`src/rtl/i2s_pkg.sv`:
```
// Shared widths and the stereo sample payload for the I2S DAC transmitter.
package i2s_pkg;

  localparam int unsigned DATA_W        = 16;
  localparam int unsigned SLOT_BITS     = 32;
  localparam int unsigned SCLK_DIV_LOG2 = 4;
  localparam int unsigned UR_W          = 8;

  typedef struct packed {
    logic [DATA_W-1:0] lft;
    logic [DATA_W-1:0] rht;
  } stereo_smpl_t;

endpackage

```
`src/rtl/i2s_clk_gen.sv`:
```
// Bit-clock divider and frame bit counter: SCLK, LRCLK, SCLK-fall and frame-load strobes.
module i2s_clk_gen #(
  parameter int unsigned SLOT_BITS     = i2s_pkg::SLOT_BITS,
  parameter int unsigned SCLK_DIV_LOG2 = i2s_pkg::SCLK_DIV_LOG2
) (
  input  logic                             clk,
  input  logic                             rst_n,
  output logic                             sclk,
  output logic                             lrclk,
  output logic                             sclk_fall_c,
  output logic                             load_c,
  output logic [$clog2(2*SLOT_BITS)-1:0]   bit_cnt
);

  localparam int unsigned BIT_W = $clog2(2*SLOT_BITS);

  logic [SCLK_DIV_LOG2-1:0] div_cnt;

  always_ff @(posedge clk) begin
    if (!rst_n) begin
      div_cnt <= '0;
      bit_cnt <= '1;
    end else begin
      div_cnt <= div_cnt + SCLK_DIV_LOG2'(1);
      if (sclk_fall_c) bit_cnt <= bit_cnt + BIT_W'(1);
    end
  end

  // Fall happens on the divider wrap; the load is the fall that wraps bit_cnt to 0.
  assign sclk_fall_c = &div_cnt;
  assign load_c      = sclk_fall_c & (&bit_cnt);
  assign sclk        = div_cnt[SCLK_DIV_LOG2-1];
  assign lrclk       = bit_cnt[BIT_W-1];

endmodule

```
`src/rtl/i2s_dac_tx.sv`:
```
// Stereo I2S transmitter: sample-pair holding buffer, frame load, MSB-first serializer, underrun counter.
// Build option I2S_TX_ZERO_FILL_EN: an underrun loads silence instead of repeating the previous pair.
module i2s_dac_tx #(
  parameter int unsigned SLOT_BITS     = i2s_pkg::SLOT_BITS,
  parameter int unsigned SCLK_DIV_LOG2 = i2s_pkg::SCLK_DIV_LOG2
) (
  input  logic                        clk,
  input  logic                        rst_n,
  input  logic [i2s_pkg::DATA_W-1:0]  lft_smpl,
  input  logic [i2s_pkg::DATA_W-1:0]  rht_smpl,
  input  logic                        smpl_vld,
  output logic                        smpl_rdy,
  output logic                        SCLK,
  output logic                        LRCLK,
  output logic                        SDout,
  output logic                        frame_strt,
  output logic [i2s_pkg::UR_W-1:0]    underrun_cnt
);

  import i2s_pkg::*;

  localparam int unsigned BIT_W = $clog2(2*SLOT_BITS);
  localparam int unsigned POS_W = BIT_W - 1;
  localparam int unsigned IDX_W = $clog2(DATA_W);

  stereo_smpl_t      buf_q;
  stereo_smpl_t      act_q;
  stereo_smpl_t      act_nxt_c;
  logic              buf_full;
  logic              accept_c;
  logic              sclk_fall_c;
  logic              load_c;
  logic [BIT_W-1:0]  bit_cnt;
  logic [BIT_W-1:0]  nxt_bit_c;
  logic [POS_W-1:0]  pos_c;
  logic [DATA_W-1:0] word_c;
  logic              sd_c;

  i2s_clk_gen #(
    .SLOT_BITS     (SLOT_BITS),
    .SCLK_DIV_LOG2 (SCLK_DIV_LOG2)
  ) u_clk_gen (
    .clk         (clk),
    .rst_n       (rst_n),
    .sclk        (SCLK),
    .lrclk       (LRCLK),
    .sclk_fall_c (sclk_fall_c),
    .load_c      (load_c),
    .bit_cnt     (bit_cnt)
  );

  assign smpl_rdy = ~buf_full;
  assign accept_c = smpl_vld & ~buf_full;

  // Data bit for the slot position the next SCLK fall moves to (one-SCLK I2S delay).
  always_comb begin
    nxt_bit_c = bit_cnt + BIT_W'(1);
    pos_c     = nxt_bit_c[POS_W-1:0];
    word_c    = nxt_bit_c[BIT_W-1] ? act_q.rht : act_q.lft;
    sd_c      = 1'b0;
    if (pos_c != '0 && 32'(pos_c) <= DATA_W) begin
      sd_c = word_c[IDX_W'(DATA_W - 32'(pos_c))];
    end
  end

  always_comb begin
    act_nxt_c = act_q;
    if (load_c) begin
      if (buf_full) act_nxt_c = buf_q;
`ifdef I2S_TX_ZERO_FILL_EN
      else          act_nxt_c = '0;
`else
      else          act_nxt_c = act_q;
`endif
    end
  end

  always_ff @(posedge clk) begin
    if (!rst_n) begin
      buf_q        <= '0;
      buf_full     <= 1'b0;
      act_q        <= '0;
      SDout        <= 1'b0;
      frame_strt   <= 1'b0;
      underrun_cnt <= '0;
    end else begin
      frame_strt <= load_c;
      act_q      <= act_nxt_c;
      if (sclk_fall_c) SDout <= sd_c;
      if (load_c && !buf_full && underrun_cnt != '1) begin
        underrun_cnt <= underrun_cnt + UR_W'(1);
      end
      // A pair accepted on an underrunning load is held for the following frame.
      if (accept_c) begin
        buf_q    <= {lft_smpl, rht_smpl};
        buf_full <= 1'b1;
      end else if (load_c) begin
        buf_full <= 1'b0;
      end
    end
  end

endmodule

```
`config.mk`:
```
export PLATFORM = sky130hd
export DESIGN_NAME = i2s_dac_tx
export DESIGN_NICKNAME = d
export VERILOG_FILES = /design/src/rtl/i2s_pkg.sv /design/src/rtl/i2s_clk_gen.sv /design/src/rtl/i2s_dac_tx.sv
export SDC_FILE = /design/constraint.sdc
export NUM_CORES = 1
export LEC_CHECK = 0
export ABC_AREA = 1
export CORE_AREA = 4 4 85 87
export CTS_BUF_LIST = sky130_fd_sc_hd__clkbuf_4 sky130_fd_sc_hd__clkbuf_8
export DETAILED_ROUTE_END_ITERATION = 6
export DIE_AREA = 0 0 89 91
export GPL_TIMING_DRIVEN = 0
export PLACE_DENSITY = 0.88
export SLEW_MARGIN = 40
export SYNTH_ARGS = -nofsm -noshare
export SYNTH_HDL_FRONTEND = slang
export SYNTH_SLANG_ARGS = --single-unit
```
`constraint.sdc`:
```
create_clock -name clk -period 2 [get_ports clk]
set_input_delay 0.4 -clock clk [delete_from_list [all_inputs] [get_ports clk]]
set_output_delay 0.4 -clock clk [all_outputs]
set_load 0.02 [all_outputs]
```
==> results of run 1 <==
## per-stage QoR
step                      power (mW)  setup TNS (ps)  setup WS (ps)  cells  instance area [µm²]
after floorplan                 1.94               0            135    485                 3540
after global placement          2.04           -2240           -127    609                 4110
after detailed placement        2.05           -4430           -216    609                 4110
after CTS                       3.41               0           4.89    627                 4380
after global routing            3.50               0           5.41    629                 4460
final                           3.40               0           60.3    629                 4460
## report_power, final
group	switching, mW	internal (mW)	total (mW)
clock network	0.654	0.723	1.38
logic	0.130	0.111	0.242
registers	0.0393	1.75	1.79
## state kept, by name (all words and copies together), names as in the netlist
signal and count:
buf_q 32, underrun_cnt 8, u_clk_gen.bit_cnt 6, u_clk_gen.div_cnt 4, buf_full 1, frame_strt 1, act_q 32, SDout 1
## routing by layer
layer	routed length, µm	share of wire, %
met1	4030	42
met2	4700	49
met3	529	5.5
met4	414	4.3
met5	0	0
## layout make-up
| cell class | instances | area [µm²] |
|---|---|---|
| buffer | 28 | 130 |
| clock buffer | 9 | 124 |
| clock inverter | 7 | 105 |
| fill | 495 | 1890 |
| inverter | 33 | 124 |
| multi-input combinational | 339 | 1660 |
| sequential | 85 | 1720 |
| tap | 77 | 96.3 |
| timing repair buffer | 51 | 504 |
## worst max path at each step
stage / start / to / slack, ps / depth (start not counted)
6_report: u_clk_gen.div_cnt[0] / underrun_cnt[7] / 60 / 9
3_3_place_gp: u_clk_gen.div_cnt[0] / act_q[26] / -130 / 8
5_1_grt: u_clk_gen.div_cnt[0] / underrun_cnt[5] / 5 / 8
4_1_cts: u_clk_gen.div_cnt[0] / underrun_cnt[7] / 5 / 9
2_1_floorplan: underrun_cnt[0] / underrun_cnt[4] / 130 / 8
3_5_place_dp: u_clk_gen.div_cnt[0] / act_q[22] / -220 / 8
## cells in the final DEF, fill, tap and decap left out, types with 2 or more instances in the layout
cell type / n
a21oi_1: 48
buf_2: 2
buf_4: 7
bufinv_16: 2
clkbuf_1: 20
clkbuf_4: 2
clkbuf_8: 9
clkdlybuf4s50_1: 47
dfxtp_1: 79
dfxtp_2: 3
dfxtp_4: 3
ha_1: 2
inv_1: 31
inv_6: 2
nand2_1: 78
nand2_2: 3
nand3_1: 51
nand3_2: 3
nor2_1: 80
nor3_1: 3
nor4_4: 2
o211ai_1: 2
o21ai_0: 47
o21ai_1: 5
o21ai_2: 2
xnor2_1: 3
xor2_1: 2
## repair_timing
item	CTS	global route
endpoints found under the setup margin	36	39
pin swaps	1	2
hold buffers	0	0
cloned	0	0
setup buffers	2	2
resized for setup	11	25
## cell families after synthesis
logic type | count (synthesis)
XOR/XNOR | 5
AO/OA/AOI/OAI | 108
adder cells (fa/ha/maj) | 3
AND/OR/NAND/NOR | 223
flip-flops | 85
buffers and inverters | 61
==> impl_metrics.yaml, run 1 <==
route:
  wirelength_um: 9680
  postRouteAntennaNets: 0
  via_per_inst: 5.57
  avgRoutedWirePerCell_um: 15.4
  vias: 3504
  dr.first_iter.drc_count: 343
  drc: 0
  drtPass1Iterations: 5
worst_setup_path:
  critical_path_required_ps: 2290
  crit_arrival_ps: 2230
  critPathCaptureType: "flop"
  worstPathCellList: "ha_4 > nand3_4 > nor4_4 > nand2_2 > a31oi_4 > buf_6 > buf_4 > nand2_1 > a21oi_1"
  path_max_fanout: 5
  critPathKind: "flop to flop"
  cp_top_family: "simple AND/OR/NAND/NOR gates"
  cp.buffers_inverters: 2
  crit_path_top_delay_cell: "nor4_4"
  reg2reg_slack_ps: 60
  ff2ff_path_depth: 9
  r2r-start: "u_clk_gen.div_cnt[0]"
  critPathLaunchType: "flop"
  r2r-end: "underrun_cnt[7]"
  slowest_delay_ps: 430
synth:
  ys_warn_count: 0
  yosysTopAreaCellShare_pct: 48.1
  synth_edf_count: 0
  syn_area_mm2: 0.00354
  muxShareOfSynthArea_pct: 0
  synth_ff_type: "dfxtp_1"
  yosysMostFrequentCell: "dfxtp_1"
  yosys.area.top_type: "dfxtp_1"
  syn-num-nets: 523
  synth.area.top_cells: "dfxtp_1, nand2_1, nor2_1"
  synth_compound_area_share_pct: 16.3
  synth_seq_cells: 85
  synthCells: 485
  synth_fa_ha_area_share_pct: 1.06
  syn_area_per_cell_um2: 7.30
  synth-simple-area-share_pct: 26.6
  yosysSeqAreaShare_pct: 48.1
  synth_top_family_by_area: "simple AND/OR/NAND/NOR gates"
  synth_common_cells: "dfxtp_1, nand2_1, nor2_1"
  synthArstFlopShare_pct: 0
  synth_xor_xnor_area_share_pct: 1.24
  yosysUniqueCellTypes: 29
global_route:
  grt_pass1_vias: 3379
  antenna_found_initial: 0
  use_met2_pct: 40.8
  grt_max_degree: 17
  gr-usage-all-layers_pct: 24.4
  grt_use_met3_pct: 4.34
  use_met1_pct: 29.8
  overflow: 0
  busiest_layer: "met2"
  grt_pass1_wl_um: 15600
die:
  dieArea_mm2: 0.00810
  die-height_um: 91
  io_pins: 48
  design.core.area_mm2: 0.00635
  num_rows: 29
  die_w_um: 89
  initial_core_util_pct: 55.8
sta:
  fin_crit_sh_pct: 97.0
  slew_viol_final: 0
  setup_viol: 0
  rsz0062_at_grt: "no"
  max_freq_mhz: 516
  final-hold-violation-count: 0
  min_period_ps: 1940
  tightest_slew_ps: 601
  fin_skew_ps: 10.5
  slew_headroom_pct: 59.9
  fin_hold_ws_ps: 443
placed_design:
  numPortBuffers: 47
  dp_hpwl_um: 6690
  place_congestion: 0.899
final_layout:
  utilization_pct: 70.3
  drive_above_1_share_pct: 9.06
  area_growth_pct: 26.0
  antenna_cells: 0
  finalNetCount: 585
clock_tree:
  numCtsBuffers: 9
  root_buffer: "clkbuf_8"
  cts.clk_slew.worst_paths_ps: 90
  clk-insertion-delay-late_ps: 360
  cts_buffer_depth: 2
  cts_sinks: 85
  htreeDepth: 3
  cts_tree: "done"
power_and_ir_drop:
  p_leak_nw: 1.74
  vdd_ir_drop_max_mv: 0.540
  power_density_mw_per_mm2: 763
job:
  maxCapViolations: 0
outcome:
  status: "completed"
worst_hold_path:
  min_path_type: "flop to flop"
  holdPathStages: 1
  min_to: "u_clk_gen.div_cnt[0]"
  min_from: "u_clk_gen.div_cnt[0]"
No activity file was read; power rests on OpenSTA's default activity.
==> inputs of run 2 (changes only) <==
--- a/config.mk
+++ b/config.mk
@@ -6,12 +6,12 @@
 export NUM_CORES = 1
 export LEC_CHECK = 0
 export ABC_AREA = 1
-export CORE_AREA = 4 4 85 87
+export CORE_AREA = 4 4 68 118
 export CTS_BUF_LIST = sky130_fd_sc_hd__clkbuf_4 sky130_fd_sc_hd__clkbuf_8
 export DETAILED_ROUTE_END_ITERATION = 6
-export DIE_AREA = 0 0 89 91
+export DIE_AREA = 0 0 72 122
 export GPL_TIMING_DRIVEN = 0
-export PLACE_DENSITY = 0.88
+export PLACE_DENSITY = 0.85
 export SLEW_MARGIN = 40
 export SYNTH_ARGS = -nofsm -noshare
 export SYNTH_HDL_FRONTEND = slang
==> constraint.sdc (replaced) <==
create_clock -name clk -period 1.7 [get_ports clk]
set_input_delay 0.34 -clock clk [delete_from_list [all_inputs] [get_ports clk]]
set_output_delay 0.34 -clock clk [all_outputs]
set_load 0.02 [all_outputs]
==> run 2 against run 1 <==
  * The flow now finishes with violations (negative setup slack)
  * Die area increased by 8.5%
  * First-iteration DRC count shrank 37%
  * Combinational power up 24%
  * Critical endpoint is now underrun_cnt[2]
  * Hold slack improved by 5.0 ps
  * Core utilization about the same
  * Clock power is essentially flat
  * Highest routed layer unchanged
  * Cell count rose by 4.5%
==> impl_metrics.yaml, run 2 (synthesis gave the netlist of run 1 again) <==
clock_tree:
  cts_tree: "done"
  numCtsBuffers: 9
  postCtsHoldBufs: 0
  root_buffer: "clkbuf_8"
  htreeDepth: 3
  cts_sinks: 85
  clk-insertion-delay-late_ps: 360
  cts.clk_slew.worst_paths_ps: 80
  cts_buffer_depth: 2
worst_setup_path:
  crit_path_top_delay_cell: "dfxtp_4"
  slowest_delay_ps: 370
  critPathCaptureType: "flop"
  worstPathCellList: "ha_4 > nand3_4 > nor4_4 > buf_6 > nand2_4 > a31oi_4 > buf_12 > buf_6 > a21oi_2 > nor3_1"
  critPathLaunchType: "flop"
  cp_top_family: "simple AND/OR/NAND/NOR gates"
  critical_path_required_ps: 1970
  path_max_fanout: 4
  cpMostUsedCell: "buf_6"
  cp.buffers_inverters: 3
  critPathKind: "flop to flop"
  crit_arrival_ps: 2170
placed_design:
  dp_hpwl_um: 6800
  dpl_cell_area_mm2: 0.00417
  place_congestion: 0.872
  numPortBuffers: 47
  place_inst: 618
  preCtsSetupSlack_ps: -389
route:
  drtPass1Iterations: 5
  avgRoutedWirePerCell_um: 15.8
  wirelength_um: 10400
  postRouteAntennaNets: 0
  drc: 0
  dr.first_iter.drc_count: 216
  vias: 3590
  via_per_inst: 5.46
sta:
  tns_ps: -2420
  final-hold-violation-count: 0
  rsz0062_at_grt: "yes"
  tightest_slew_ps: 780
  fin_skew_ps: 7.73
  slew_viol_final: 0
  setup_ws_ps: -195
  slew_headroom_pct: 48.0
  max_freq_mhz: 528
  setup_viol: 41
  fin_crit_sh_pct: 111
  min_period_ps: 1900
power_and_ir_drop:
  p_leak_nw: 2.01
  vdd_ir_drop_max_mv: 0.703
  power_density_mw_per_mm2: 755
final_layout:
  final_common_cell: "nor2_1"
  final_cell_mix: "nor2_1, dfxtp_1, nand2_1"
  utilization_pct: 70.2
  top_regs: "act_q (32), buf_q (32), underrun_cnt (8)"
  area_growth_pct: 40.4
  finalNetCount: 605
  design_area_mm2: 0.00497
  drive_above_1_share_pct: 23.1
  antenna_cells: 0
  fin_cells: 657
job:
  maxCapViolations: 0
global_route:
  grt_pass1_wl_um: 16000
  gr-usage-all-layers_pct: 23.6
  antenna_found_initial: 0
  overflow: 0
  grt_pass1_vias: 3527
  grt_max_degree: 20
die:
  io_pins: 48
  dieArea_mm2: 0.00878
  design.core.area_mm2: 0.00708
  die-height_um: 122
  num_rows: 41
  initial_core_util_pct: 50.0
  die_w_um: 72
worst_hold_path:
  min_path_type: "flop to flop"
outcome:
  status: "finished with violations"
  failed_checks: "negative setup slack"
run 2: cell count changes in the layout (fill, tap and decap cells not counted), moves of 10 or more:
cell / previous run / this run
nand2_2: 3 / 14
clkdlybuf4s50_1: 47 / 37
buf_4: 7 / 17
nand2_1: 78 / 53
nand2_4: 0 / 14
a21oi_2: 0 / 16
a21oi_1: 48 / 32
run 2: metrics by stage:
stage	hold slack, ps	total power, mW
final	448	3.75
after global routing	462	3.87
after CTS	449	3.73
after detailed placement	439	2.42
after global placement	425	2.41
after floorplan	420	2.28
run 2: cell type report:
cell class              count  area (µm²)
repair buffers             72         721
flip-flops and latches     85        1720
plain buffers              27         181
well taps                  86         108
clock buffers              14         180
clock inverters             1        5.00
fillers                   516        2110
multi-input cells         339        1930
inverters                  33         125
run 2: path summary, 6_finish.rpt:
check                       start              endpoint  slack [ps]  cells after the start
min          u_clk_gen.div_cnt[0]  u_clk_gen.div_cnt[0]         450                      1
max          u_clk_gen.div_cnt[0]       underrun_cnt[2]        -200                     10
min reg2reg  u_clk_gen.div_cnt[0]  u_clk_gen.div_cnt[0]         450                      1
max reg2reg  u_clk_gen.div_cnt[0]       underrun_cnt[2]        -200                     10
run 2: timing repair:
item | CTS | global route
setup endpoints to repair | 49 | 56
resized for setup | 49 | 95
cloned | 1 | 1
pin swaps | 9 | 10
hold endpoints to repair | 0 | 0
setup buffers | 13 | 10
run 2: routing by layer:
| layer | GRT usage (%) | vias to the layer above | share of wire [%] | routed length [µm] |
|---|---|---|---|---|
| li1 | - | 1752 | - | - |
| met1 | 23.4 | 1693 | 35 | 3680 |
| met2 | 44.1 | 104 | 54 | 5670 |
| met3 | 3.88 | 41 | 4.0 | 414 |
| met4 | 14.6 | 0 | 6.2 | 646 |
| met5 | 0 | - | 0 | 0 |
run 2: worst reg2reg max path, cell delays in order, from the launching register on:
cell	delay (ps)
dfxtp_4	370
ha_4	150
nand3_4	90
nor4_4	280
buf_6	170
nand2_4	60
a31oi_4	220
buf_12	150
buf_6	90
a21oi_2	40
nor3_1	210
run 2: report_power, final:
group          internal [mW]  leakage (nW)  switching [mW]
Clock                  0.674        0.0994           0.681
Combinational          0.134          1.22           0.164
Sequential              2.05         0.693          0.0465
Total                   2.86          2.01           0.891
